File: config.mk
export PLATFORM = sky130hd
export DESIGN_NAME = dm_arbiter
export DESIGN_NICKNAME = d
export VERILOG_FILES = /design/src/rtl/dm_arbiter.sv
export SDC_FILE = /design/constraint.sdc
export NUM_CORES = 1
export LEC_CHECK = 0
export ABC_CLOCK_PERIOD_IN_PS = 2100
export CORE_MARGIN = 2
export CORE_UTILIZATION = 41
export DETAILED_ROUTE_END_ITERATION = 12
export PLACE_DENSITY = 0.81
export SLEW_MARGIN = 30
export SYNTH_ARGS = -nofsm -noshare
export SYNTH_HDL_FRONTEND = slang
export SYNTH_SLANG_ARGS = --single-unit
File: constraint.sdc
create_clock -name clk -period 2.1 [get_ports clk]
set_clock_uncertainty 0.2 [all_clocks]
set_input_delay 0.21 -clock clk [delete_from_list [all_inputs] [get_ports clk]]
set_output_delay 0.21 -clock clk [all_outputs]
set_load 0.01 [all_outputs]
File: src/rtl/dm_arbiter.sv
// Data-memory arbiter: shares the single-port dm between the CPU and an external requester
// using a fixed IDLE -> ACC -> RESP sequence, round-robin with a bounded external lock burst.
module dm_arbiter #(
    parameter int ADDR_W        = 10,
    parameter int DATA_W        = 32,
    parameter int EXT_BURST_MAX = 4
) (
    input  logic              clk,
    input  logic              reset,
    input  logic              cpu_req,
    input  logic              cpu_we,
    input  logic [ADDR_W-1:0] cpu_addr,
    input  logic [DATA_W-1:0] cpu_wdata,
    output logic [DATA_W-1:0] cpu_rdata,
    output logic              cpu_ack,
    input  logic              ext_req,
    input  logic              ext_we,
    input  logic              ext_lock,
    input  logic [ADDR_W-1:0] ext_addr,
    input  logic [DATA_W-1:0] ext_wdata,
    output logic [DATA_W-1:0] ext_rdata,
    output logic              ext_ack,
    output logic [ADDR_W-1:0] dm_addr,
    output logic [DATA_W-1:0] dm_din,
    output logic              dm_we,
    input  logic [DATA_W-1:0] dm_rdata,
    output logic              busy
);

    localparam int STREAK_W = $clog2(EXT_BURST_MAX + 1);
    localparam logic [STREAK_W-1:0] STREAK_MAX = STREAK_W'(EXT_BURST_MAX);

    typedef enum logic [1:0] {ST_IDLE, ST_ACC, ST_RESP} state_t;
    typedef enum logic [1:0] {OWN_NONE, OWN_CPU, OWN_EXT} owner_t;

    state_t              state;
    owner_t              owner;
    owner_t              last_grant;
    logic [STREAK_W-1:0] ext_streak;
    logic                grant_cpu;
    logic                grant_ext;

    // NOTE: every combinational output gets a default first so no latch is inferred.
    always_comb begin
        grant_cpu = 1'b0;
        grant_ext = 1'b0;
        if (cpu_req && ext_req) begin
            if (ext_lock && last_grant == OWN_EXT && ext_streak < STREAK_MAX)
                grant_ext = 1'b1;
            else if (last_grant == OWN_EXT)
                grant_cpu = 1'b1;
            else
                grant_ext = 1'b1;
        end else if (cpu_req) begin
            grant_cpu = 1'b1;
        end else if (ext_req) begin
            grant_ext = 1'b1;
        end
    end

    // dm_addr/dm_din/dm_we double as the latched copy of the owner's request.
    // NOTE: sequential state uses non-blocking assignments only.
    always_ff @(posedge clk or negedge reset) begin
        if (!reset) begin
            state      <= ST_IDLE;
            owner      <= OWN_NONE;
            last_grant <= OWN_EXT;
            ext_streak <= '0;
            cpu_rdata  <= '0;
            ext_rdata  <= '0;
            cpu_ack    <= 1'b0;
            ext_ack    <= 1'b0;
            dm_addr    <= '0;
            dm_din     <= '0;
            dm_we      <= 1'b0;
            busy       <= 1'b0;
        end else begin
            case (state)
                ST_IDLE: begin
                    if (grant_cpu) begin
                        owner      <= OWN_CPU;
                        last_grant <= OWN_CPU;
                        ext_streak <= '0;
                        dm_addr    <= cpu_addr;
                        dm_din     <= cpu_wdata;
                        dm_we      <= cpu_we;
                        busy       <= 1'b1;
                        state      <= ST_ACC;
                    end else if (grant_ext) begin
                        owner      <= OWN_EXT;
                        last_grant <= OWN_EXT;
                        if (!cpu_req)
                            ext_streak <= '0;
                        else if (ext_streak < STREAK_MAX)
                            ext_streak <= ext_streak + 1'b1;
                        dm_addr    <= ext_addr;
                        dm_din     <= ext_wdata;
                        dm_we      <= ext_we;
                        busy       <= 1'b1;
                        state      <= ST_ACC;
                    end
                end
                ST_ACC: begin
                    // dm_we still holds the latched direction; reads capture the async data.
                    if (!dm_we) begin
                        if (owner == OWN_CPU) cpu_rdata <= dm_rdata;
                        if (owner == OWN_EXT) ext_rdata <= dm_rdata;
                    end
                    dm_we   <= 1'b0;
                    cpu_ack <= (owner == OWN_CPU);
                    ext_ack <= (owner == OWN_EXT);
                    state   <= ST_RESP;
                end
                ST_RESP: begin
                    cpu_ack <= 1'b0;
                    ext_ack <= 1'b0;
                    busy    <= 1'b0;
                    owner   <= OWN_NONE;
                    state   <= ST_IDLE;
                end
                default: state <= ST_IDLE;
            endcase
        end
    end

endmodule

# After elaboration in Yosys (flattened, before gate mapping)

Index checks and enable logic that the tools add are counted.
Widths: inputs -> output; s select.

Register bits after elaboration: 119
Bits of input ports: 123
Output and inout bits: 110
Word-level logic and storage cells: 67

Add/subtract/negate cells: 1
Order comparisons: 1
Eq/ne operators: 7
Multiplexer cells: 31
Bitwise logic cells: 1
Reduce and logical (&&, ||, !) cells: 14

Operator list:

| kind                | count |
|---|---|
| $mux 32             | 2 |
| $mux 10             | 2 |
| $mux 1              | 13 |
| $mux 3              | 4 |
| $reduce_and 3->1    | 3 |
| $mux 2              | 4 |
| $pmux 1 s2          | 4 |
| $pmux 2 s2          | 2 |
| $reduce_bool 2->1   | 4 |
| $eq 2x2->1 const B  | 3 |
| $reduce_and 2->1    | 3 |
| $eq 2x1->1 const B  | 2 |
| $add 3x1->3 const B | 1 |
| $logic_and 1x1->1   | 3 |
| $lt 3x3->1 const B  | 1 |
| $ne 3x1->1 const B  | 1 |
| $ne 3x3->1 const B  | 1 |
| $logic_not 2->1     | 1 |
| $not 1->1           | 1 |

# Logic depth before layout (Yosys ltp)

Gate-level depths: netlist of the first run.

Word-level depth: 8
Depth in mapped cells: 8
Depth with buffers taken out: 6

# Worst setup path before layout of the first run

No wires, ideal clock.

Path type: reg-to-reg
Start point: reg state[0]
End point: reg dm_addr[0]
Setup time: 0.126 ns
Arrival: 1.556 ns
Required time: 1.774 ns
Path slack: 0.218 ns
Stages on the path, launching flop included: 9
Path buffers: 2
Period minus slack after synthesis: 1.882 ns
Cell sequence: dfrtp_1 > inv_1 > ha_1 > inv_1 > nor2_1 > and3_1 > buf_4 > buf_6 > a221o_1

Longest elaborated chain between the ends: 2

Ends and longest elaborated chain:

| element                    | line | source |
|---|---|---|
| start, declared            | 36   | `state_t state;` |
| start signal, assigned     | 65   | `state <= ST_IDLE;` |
| start signal, assigned     | 88   | `state <= ST_ACC;` |
| start signal, assigned     | 100  | `state <= ST_ACC;` |
| $logic_not 2->1            | 78   | `case (state)` |
| $reduce_and 2->1 (no line) | n/a  |  |
| end signal, assigned       | 84   | `dm_addr <= cpu_addr;` |
| end signal, assigned       | 96   | `dm_addr <= ext_addr;` |
| end, declared              | 23   | `output logic [ADDR_W-1:0] dm_addr,` |

Every way passes these cells.
A chain may end at the register's enable or synchronous reset.

# Worst setup path in the final report of the first run

Start point: reg last_grant[1]
End point: reg dm_addr[8]

Longest elaborated chain between the ends: 7
Elaborated cells between the ends (all ways): 12
Those cells by class: eq/ne (1); mux (7); reduce/logical (4)

Ends and longest elaborated chain:

| element                        | line   | source |
|---|---|---|
| start, declared                | 38     | `owner_t last_grant;` |
| start signal, assigned         | 67     | `last_grant <= OWN_EXT;` |
| start signal, assigned         | 82     | `last_grant <= OWN_CPU;` |
| start signal, assigned         | 91     | `last_grant <= OWN_EXT;` |
| $eq 2x2->1 *                   | 48, 50 |  |
| $logic_and 1x1->1 (2 in a row) | 48     | `if (ext_lock && last_grant == OWN_EXT && ext_streak < STREAK_MAX)` |
| $mux 1                         | 48     |  |
| $mux 1                         | 47     | `if (cpu_req && ext_req) begin` |
| $reduce_bool 2->1 (no line)    | n/a    |  |
| $reduce_and 2->1 (no line)     | n/a    |  |

Mark *: on every way between the ends. The rest lies on a longest branch, timed or not.

==> results.md, run 1 <==
- Max_slew headroom: 0.7559
- Final hold vios: 0
- R2r setup slk: 0.09 ns
- Clk sinks: 119
- First-pass GRT wire length: 20160 um
- Setup CP Type: reg2reg
- Grt ovf: 0
- GR met2 Demand/Resource: 0.3289
- Routed wire length: 12670 um
- DP HPWL: 9168 um
- Number of max-cap violations: 0
- Root buffer cell: clkbuf_16
- Slowest stage cell on the critical path: dfstp_2
- Final antenna-violating net count: 0
- Tmin final: approximately 2 ns
- Power Dens Cells: 1498 nW/um2
- DR iter-0 viols: 231
- Ant. Diodes: 0
- Vias: 3802
- Post-Synthesis Cells: 347
- Nets: 719
- Clock share of power: 0.254
- Total GRT Usage: 0.2009
- Max incr delay on CP: 0.53 ns
- Critical Path Fanout Max: 43
- GRT met3 Usage: 0.06323
- Area of the multi-input gates: 1767 um2
- I/O Buffers: 232
- Switch Pwr: 3555 uW
- Pre-antenna DRT Iters: 8
- Die Y: 113.5 um
- Routability cong.: 0.7541
- Tot Pwr: 12130 uW
- Reg2Reg Depth: 4
- Mean post-synth cell area: 14.17 um2
- Clk Latency, worst-skew pair: 0.41 ns
- Hold Path Class: in2async
- H-Tree Depth: 4
- Gr busiest metal: met2
- Required time of the critical path: between 2 and 2.5 ns
- Initial antenna violation count: 0
- Initial Utilization: 0.4251
- Sequential power share: 0.330
- Clk buf depth: 2
- Crit path DAT: around 2.1 ns
- Clock buffer count from CTS: 17
- CTS tree: yes
- Die area: 12880 um2
- VDD IR max: between 0.6 and 0.7 mV
- Tightest Pin Transition: ~0.37 ns
- Worst-case hold slack: 0.01683 ns
- Reg2reg end: dm_addr[8]
- Sequential area share after synthesis: 0.6060
- FF-to-FF Start: last_grant[1]
- CP Capture Type: flop
- Die W: ~110 um
- Pint: 8578 uW
- Count of different cell masters after synthesis: 31
- IO Pins: about 230
- Vias in the first global route: 3986
- Switching portion of total power: 0.2930
- Fin crit share: 0.9562
- Setup Fix Bufs, Post-CTS: 0
- Share of post-route cells with drive strength above 1: 0.1854
- Pins Over Slew Limit: 0
- Net Count, Synth: between 400 and 500
- GR Layer Usage met1: 0.2504
- Failing checks: design-rule violations
- FF+latch count, synth: 119
- Largest net degree at the start of global routing: 57
- Routed WL per cell: 16.97 um
- Core Box Area: between 10000 and 15000 um2
- Syn. warnings: 0
- Fill cell count: between 800 and 900
- Residual DRC: 1
- Outcome: complete, but fails checks
- Finished Core Util: 0.7002
- Maximum clock rate: 0.4980 GHz
- Worst-path clk slew: about 0.06 ns
- Row Count: 39
- Via density: 5.090
- RSZ-0062 raised after global routing: false
- Synth-to-layout area growth: 64.72%
- Register area: approximately 3000 um2
- Synth Cell Area: 4916 um2
- Leakage: 0.003417 uW
- Comb pwr share: 0.416
- Final setup fails: 0
- Critical Path, Cell by Cell: nand2b_1 > o311a_4 > and2_2 > a221o_1
- Crit start category: flop
synthesized netlist by cell type:
master | count | area (um2)
nor2_1 | 8 | 30.03
nand3b_1 | 1 | 7.510
dfrtp_1 | 118 | 2953
nor3_1 | 2 | 10.01
o311a_4 | 1 | 21.27
nand3_1 | 3 | 15.01
a21oi_1 | 4 | 20.02
o21ai_0 | 5 | 25.02
inv_1 | 7 | 26.28
o22ai_1 | 2 | 12.51
nand2_1 | 5 | 18.77
buf_4 | 1 | 7.510
dfstp_2 | 1 | 26.28
clkbuf_1 | 4 | 15.01
buf_6 | 9 | 101.4
nor2b_2 | 1 | 8.760
o21ai_1 | 1 | 5.000
nor3b_1 | 1 | 7.510
ha_1 | 5 | 62.56
inv_2 | 1 | 3.750
a2111oi_0 | 1 | 8.760
a221o_1 | 42 | 420.4
a22o_1 | 1 | 8.760
mux2_2 | 55 | 619.3
mux2_1 | 12 | 135.1
and2_0 | 39 | 244.0
and3_1 | 1 | 6.260
o211ai_1 | 1 | 7.510
nand2b_1 | 5 | 31.28
and2_2 | 3 | 22.52
buf_2 | 7 | 35.03
logic make-up (layout without fill, tap and decap cells):
| group | count (synthesis) | count (layout) | synth area share |
|---|---|---|---|
| DFF | 119 | 119 | 0.6060 |
| and+or+nand+nor | 69 | 69 | 0.08170 |
| muxes | 67 | 67 | 0.1535 |
| AOI/OAI and AO/OA | 58 | 58 | 0.1077 |
| buffers and inverters | 29 | 286 | 0.03843 |
| adders and majority gates | 5 | 5 | 0.01273 |
metrics by stage:
step | setup WS (ns) | instance area (um2) | setup TNS [ns] | cells
finish | 0.09199 | 8098 | 0 | 747
global route | 0.01700 | 8098 | 0 | 747
CTS | 0.07763 | 8095 | 0 | 747
detailed placement | -0.04031 | 7445 | -0.2352 | 714
global placement | -0.01102 | 7445 | -0.03017 | 714
floorplan | 0.2183 | 4916 | 0 | 347
area by class of cell:
cell class                 instances  area share
clock buffer                      20     0.05763
clock inverter                    12     0.02148
multi-input combinational        199      0.2182
inverter                           8    0.003708
sequential                       119      0.3679
tap                              143     0.02210
timing repair buffer             246      0.3090
placed cells by master, fill, tap and decap left out, drive strengths merged, types with 4 or more instances in the layout:
cell type      instances
clkbuf                20
bufinv                 4
and2                  42
buf                   14
dfrtp                118
nand2b                 5
ha                     5
nand2                  5
inv                    8
mux2                  67
a221o                 42
clkinv                 7
nor2                   8
a21oi                  4
o21ai                  6
clkdlybuf4s50        231
worst max-delay path by stage:
stage,slack (ns),to,cells past startpoint,startpoint
floorplan,0.22,dm_addr[0],8,state[0]
global placement,-0.01,dm_addr[8],5,cpu_req
detailed placement,-0.04,dm_addr[7],5,cpu_req
CTS,0.08,dm_addr[8],4,last_grant[1]
global route,0.02,dm_addr[8],4,last_grant[1]
finish,0.09,dm_addr[8],4,last_grant[1]
flip-flops by register name, indices dropped and copies added (netlist names), 2 cells and up:
name / cells
cpu_rdata: 32
owner: 2
dm_din: 32
last_grant: 2
ext_streak: 3
state: 2
dm_addr: 10
ext_rdata: 32
layer usage:
metal	wire length [um]	vias to the layer above	share of wire
met5	0	-	0
met4	174	0	0.014
met3	1070	14	0.084
met2	6075	202	0.48
met1	5353	1825	0.42
li1	-	1761	-
critical path: cells and delay by family (launching register included):
family,cells,cell delay (ns)
DFF,1,0.53
AOI/OAI and AO/OA,2,0.77
and+or+nand+nor,2,0.37
power by group through the flow:
stage / logic (uW) / registers, uW / clock network (uW)
6_report: 5050 / 4000 / 3080
5_1_grt: 5410 / 4150 / 3260
4_1_cts: 5120 / 4010 / 3130
3_5_place_dp: 5100 / 4010 / 0
3_3_place_gp: 4980 / 3970 / 0
2_1_floorplan: 1810 / 4420 / 0
timing repair:
action,4_1_cts,5_1_grt
setup endpoints to repair,0,1
hold buffers,1,0
endpoints found under the hold margin,118,0
gates resized for setup,0,1
No activity file was read; power rests on OpenSTA's default activity.
==> inputs of run 2 (changes only) <==
Settings changed: CORE_MARGIN 2 to unset, REMOVE_ABC_BUFFERS set to 1.
==> results.md, run 2 (synthesized netlist as in run 1, its figures left out) <==
- Synth-to-layout area growth: 63.27% (was 64.72%)
- Setup ws final: 0.1260 ns (was 0.09199 ns)
- Routability cong.: 0.7723 (was 0.7541)
- Pre-antenna DRT Iters: 8 (unchanged)
- Slowest stage cell on the critical path: dfstp_2 (unchanged)
- Row Count: 39 (unchanged)
- Share of post-route cells with drive strength above 1: 0.1835 (was 0.1854)
- Commonest non-fill, non-tap cell in the layout: clkdlybuf4s50_1 (unchanged)
- Initial antenna violation count: 0 (unchanged)
- Fin crit share: 0.9400 (was 0.9562)
- Critical Path, Cell by Cell: nand2b_1 > o311a_4 > and2_0 > a221o_1 (was nand2b_1 > o311a_4 > and2_2 > a221o_1)
- Critical Path Fanout Max: 43 (unchanged)
- GR Layer Usage met1: 0.2640 (was 0.2504)
- Core Box Area: 11560 um2 (unchanged)
- VDD IR max: 0.5991 mV (was 0.6629 mV)
- Failing checks: design-rule violations (unchanged)
- Die Y: 111.5 um (was 113.5 um)
- CP Capture Type: flop (unchanged)
- Maximum clock rate: 0.5066 GHz (was 0.4980 GHz)
- Clk buf depth: 2 (unchanged)
- Routed WL per cell: 16.88 um (was 16.97 um)
- Root buffer cell: clkbuf_16 (unchanged)
- RSZ-0062 raised after global routing: false (unchanged)
- Die W: 111.5 um (was 113.5 um)
- Worst-path clk slew: 0.06 ns (about the same)
- Largest net degree at the start of global routing: 44 (was 57)
- Nets: 721 (was 719)
- Commonest cells after routing, fill and taps aside: 231 x clkdlybuf4s50_1, 118 x dfrtp_1, 55 x mux2_2 (unchanged)
- Grt ovf: 0 (unchanged)
- First-pass GRT wire length: 20760 um (was 20160 um)
- Required time of the critical path: 2.18 ns (about the same)
- Worst-case hold slack: 0.04795 ns (was 0.01683 ns)
- Gr busiest metal: met2 (unchanged)
- Pins Over Slew Limit: 0 (unchanged)
- GR met2 Demand/Resource: 0.3558 (was 0.3289)
- Final setup fails: 0 (unchanged)
- Vias: 3823 (was 3802)
- Post-CTS sizing: 0 (unchanged)
- Cells after DPL: 716 (was 714)
- Vias in the first global route: 4127 (was 3986)
- Top delay family on crit path: compound AO/OA/AOI/OAI gates (unchanged)
- Via density: 5.111 (was 5.090)
- Hold Path Class: in2async (unchanged)
- Crit start category: flop (unchanged)
- Clk Latency, worst-skew pair: 0.40 ns (was 0.41 ns)
- Clk sinks: 119 (unchanged)
- Outcome: complete, but fails checks (unchanged)
- DP HPWL: 9341 um (was 9168 um)
- Bufs and invs on worst path: 0 (unchanged)
- Final TNS setup: 0 ns (unchanged)
- Total GRT Usage: 0.2137 (was 0.2009)
- Tmin final: 1.974 ns (was 2.008 ns)
- DR iter-0 viols: 213 (was 231)
- Biggest regs: cpu_rdata x32, dm_din x32, ext_rdata x32 (unchanged)
- Leakage: 0.003386 uW (was 0.003417 uW)
- Power Dens Cells: 1465 nW/um2 (was 1498 nW/um2)
- Final antenna-violating net count: 0 (unchanged)
- CTS tree: yes (unchanged)
- Tightest Pin Transition: 0.3230 ns (was 0.3662 ns)
- Max incr delay on CP: 0.53 ns (about the same)
- Die area: 12430 um2 (was 12880 um2)
- Routed wire length: 12630 um (was 12670 um)
- IO Pins: 233 (unchanged)
- Residual DRC: 20 (was 1)
- GRT met3 Usage: 0.06260 (was 0.06323)
- Setup CP Type: reg2reg (unchanged)
- Final hold vios: 0 (unchanged)
- I/O Buffers: 232 (unchanged)
- Ant. Diodes: 0 (unchanged)
- Crit path DAT: 2.06 ns (was 2.09 ns)
- Cell Count, Final, Fillers Out: 748 (was 747)
- Number of max-cap violations: 0 (unchanged)
- H-Tree Depth: 4 (unchanged)
- Clock buffer count from CTS: 17 (unchanged)
- Initial Utilization: 0.4251 (unchanged)
- DP Worst Slack: -0.04720 ns (was -0.04031 ns)
- Max_slew headroom: 0.7791 (was 0.7559)
## run 2: cell types whose count changed in the layout (fill, tap and decap cells not counted)
| cell | delta |
|---|---|
| buf_4 | +2 |
| bufinv_16 | -3 |
| clkbuf_1 | +1 |
| clkbuf_8 | -1 |
| clkinv_4 | -1 |
| clkinvlp_4 | +1 |
| ha_1 | +1 |
| ha_2 | -1 |
| inv_6 | +2 |
## run 2: report_power, final
group	switching [uW]	internal (uW)	total, uW
logic	1970	3110	5080
registers	606	3390	4000
clock network	995	1680	2680
## run 2: timing repair
| action | in CTS | in global routing |
|---|---|---|
| buffers inserted | 0 | 0 |
| hold buffers | 1 | 0 |
| setup endpoints to repair | 0 | 0 |
| endpoints found under the hold margin | 119 | 0 |
## run 2: metal layers
metal	wire length, um	up-vias	share of wire
li1	-	1758	-
met1	5268	1858	0.42
met2	6076	189	0.48
met3	1045	18	0.083
met4	237	0	0.019
met5	0	-	0
## run 2: worst paths after layout
path                                from             to  slack (ns)  cells past startpoint
setup / recovery           last_grant[1]      dm_din[5]        0.13                      4
hold / removal                     reset  ext_streak[1]        0.05                      2
setup reg to reg           last_grant[1]      dm_din[5]        0.13                      4
hold reg to reg            ext_rdata[27]  ext_rdata[27]        0.28                      1
max in group asynchronous          reset  cpu_rdata[18]        1.06                      3
min in group clk           cpu_wdata[10]     dm_din[10]        0.22                      2
## run 2: stage by stage
stage / total power, uW / instance area, um2 / utilization
CTS: 11870 / 8026 / 0.6940
global placement: 8946 / 7460 / 0.6450
floorplan: 6114 / 4757 / -
global route: 12390 / 8026 / 0.6940
detailed placement: 9138 / 7460 / 0.6450
finish: 11760 / 8026 / 0.6940
## run 2: final cells by class
class                           instances  area (um2)
Fill cell                             796        3538
Clock inverter                         11       100.1
Timing Repair Buffer                  248        2517
Inverter                                8       30.03
Sequential cell                       119        2979
Multi-Input combinational cell        199        1764
Clock buffer                           20       456.7
Tap cell                              143       178.9
==> inputs of run 3 (changes only) <==
Settings changed: ABC_CLOCK_PERIOD_IN_PS 2100 to 2550, CORE_UTILIZATION 41 to 44, PLACE_DENSITY 0.81 to 0.86.
Clock period 2.1 ns to 2.55 ns, I/O delays scaled along.
==> results.md, run 3 (synthesized netlist as in run 1, its figures left out) <==
- Post-CTS Hold Buffers: 1 (unchanged)
- Reg2Reg Depth: 5 (was 4)
- Residual DRC: 0 (was 20)
- Vias in the first global route: 3922 (was 4127)
- Hold Path Class: in2async (unchanged)
- H-Tree Depth: 4 (unchanged)
- Crit start category: flop (unchanged)
- Tmin final: 2.204 ns (was 1.974 ns)
- Routed WL per cell: 17.81 um (was 16.88 um)
- Clk buf depth: 2 (unchanged)
- Commonest cells after routing, fill and taps aside: 231 x clkdlybuf4s50_1, 118 x dfrtp_1, 55 x mux2_2 (unchanged)
- RSZ-0062 raised after global routing: false (unchanged)
- Row Count: 38 (was 39)
- Setup ws final: 0.3458 ns (was 0.1260 ns)
- Initial antenna violation count: 0 (unchanged)
- FF-to-FF Start: state[1] (was last_grant[1])
- Setup CP Type: reg2reg (unchanged)
- Critical Path Fanout Max: 5 (was 43)
- R2r setup slk: 0.35 ns (was 0.13 ns)
- Grt ovf: 0 (unchanged)
- Crit path DAT: 2.38 ns (was 2.06 ns)
- Core Box Area: 10840 um2 (was 11560 um2)
- Final setup fails: 0 (unchanged)
- DP Worst Slack: 0.3096 ns (was -0.04720 ns)
- Fin crit share: 0.8644 (was 0.9400)
- Worst-path clk slew: 0.06 ns (about the same)
- Setup Fix Bufs, Post-CTS: 0 (unchanged)
- Reg2reg end: state[1] (was dm_din[5])
- Nets: 713 (was 721)
- Pins Over Slew Limit: 0 (unchanged)
- Placed inst area: 7383 um2 (was 7460 um2)
- Post-CTS sizing: 0 (unchanged)
- Number of max-cap violations: 0 (unchanged)
- Routability cong.: 0.7851 (was 0.7723)
- Commonest non-fill, non-tap cell in the layout: clkdlybuf4s50_1 (unchanged)
- DP HPWL: 9314 um (was 9341 um)
- Outcome: finished clean (was complete, but fails checks)
- Required time of the critical path: 2.73 ns (was 2.18 ns)
- Pre-antenna DRT Iters: 4 (was 8)
- CP Capture Type: flop (unchanged)
- Finished Core Util: 0.7300 (was 0.6940)
- First-pass GRT wire length: 20440 um (was 20760 um)
- Initial Utilization: 0.4535 (was 0.4251)
- Clk Latency, worst-skew pair: 0.50 ns (was 0.40 ns)
- Via density: 5.224 (was 5.111)
- Final instance area: 7914 um2 (was 8026 um2)
- Total GRT Usage: 0.2357 (was 0.2137)
- Synth-to-layout area growth: 60.98% (was 63.27%)
- Biggest regs: cpu_rdata x32, dm_din x32, ext_rdata x32 (unchanged)
- Largest net degree at the start of global routing: 120 (was 44)
- Clock buffer count from CTS: 17 (unchanged)
- Leakage: 0.003317 uW (was 0.003386 uW)
- Maximum clock rate: 0.4537 GHz (was 0.5066 GHz)
- IO Pins: 233 (unchanged)
- VDD IR max: 0.7312 mV (was 0.5991 mV)
- DR iter-0 viols: 166 (was 213)
- Tightest Pin Transition: 0.6485 ns (was 0.3230 ns)
- Final antenna-violating net count: 0 (unchanged)
- Share of post-route cells with drive strength above 1: 0.1672 (was 0.1835)
- Ant. Diodes: 0 (unchanged)
- Die W: 107.7 um (was 111.5 um)
- Die Y: 107.7 um (was 111.5 um)
- Vias: 3855 (was 3823)
- Routed wire length: 13140 um (was 12630 um)
- Final hold vios: 0 (unchanged)
- Max_slew headroom: 0.5677 (was 0.7791)
- Power Dens Cells: 1206 nW/um2 (was 1465 nW/um2)
- Die area: 11600 um2 (was 12430 um2)
- CTS tree: yes (unchanged)
- Clk sinks: 119 (unchanged)
- Root buffer cell: clkbuf_8 (was clkbuf_16)
- Tot Pwr: 9541 uW (was 11760 uW)
- I/O Buffers: 232 (unchanged)
-- run 3: cell count changes in the layout (fill, tap and decap cells not counted), moves of 2 or more --
cell / delta
clkbuf_1: +4
inv_6: -2
clkbuf_8: +2
buf_4: -7
-- run 3: worst max-delay path: stages, from the launching register on --
cell and delay, ns:
dfrtp_1 0.40, inv_1 0.11, ha_1 0.30, inv_1 0.14
nor3_1 0.53, mux2_2 0.41
-- run 3: how the worst max path moves through the flow --
stage	depth (start not counted)	end	from
after global placement	5	dm_addr[7]	cpu_req
after floorplan	3	ext_streak[0]	cpu_req
final	5	state[1]	state[1]
after global routing	5	state[1]	state[1]
after detailed placement	5	dm_din[7]	ext_req
after CTS	5	state[1]	state[1]
-- run 3: cell type report --
| class | count | area, um2 |
|---|---|---|
| clock inverter | 7 | 46.29 |
| inverter | 8 | 30.03 |
| sequential | 119 | 2979 |
| timing repair buffer | 240 | 2445 |
| multi-input combinational | 199 | 1764 |
| clock buffer | 25 | 474.2 |
| tap | 140 | 175.2 |
| fill | 720 | 2927 |
-- run 3: power by group --
group | switching [uW] | leakage [uW] | internal [uW]
Sequential | 524 | 0.00147 | 2800
Combinational | 1640 | 0.00160 | 2530
Clock | 786 | 0.000248 | 1260
-- run 3: through the flow --
stage | setup TNS (ns) | cells | hold slack, ns
3_3_place_gp | 0 | 705 | 0.1800
6_report | 0 | 738 | 0.1553
4_1_cts | 0 | 738 | 0.1332
3_5_place_dp | 0 | 705 | 0.1995
2_1_floorplan | -59.33 | 326 | -0.2406
5_1_grt | 0 | 738 | 0.1449
-- run 3: per-layer routing --
layer	vias up	global-route usage	share of wire
met2	222	0.3823	0.49
met4	0	0.09883	0.025
met5	-	0	0
met1	1852	0.2819	0.39
li1	1748	-	-
met3	33	0.08656	0.092
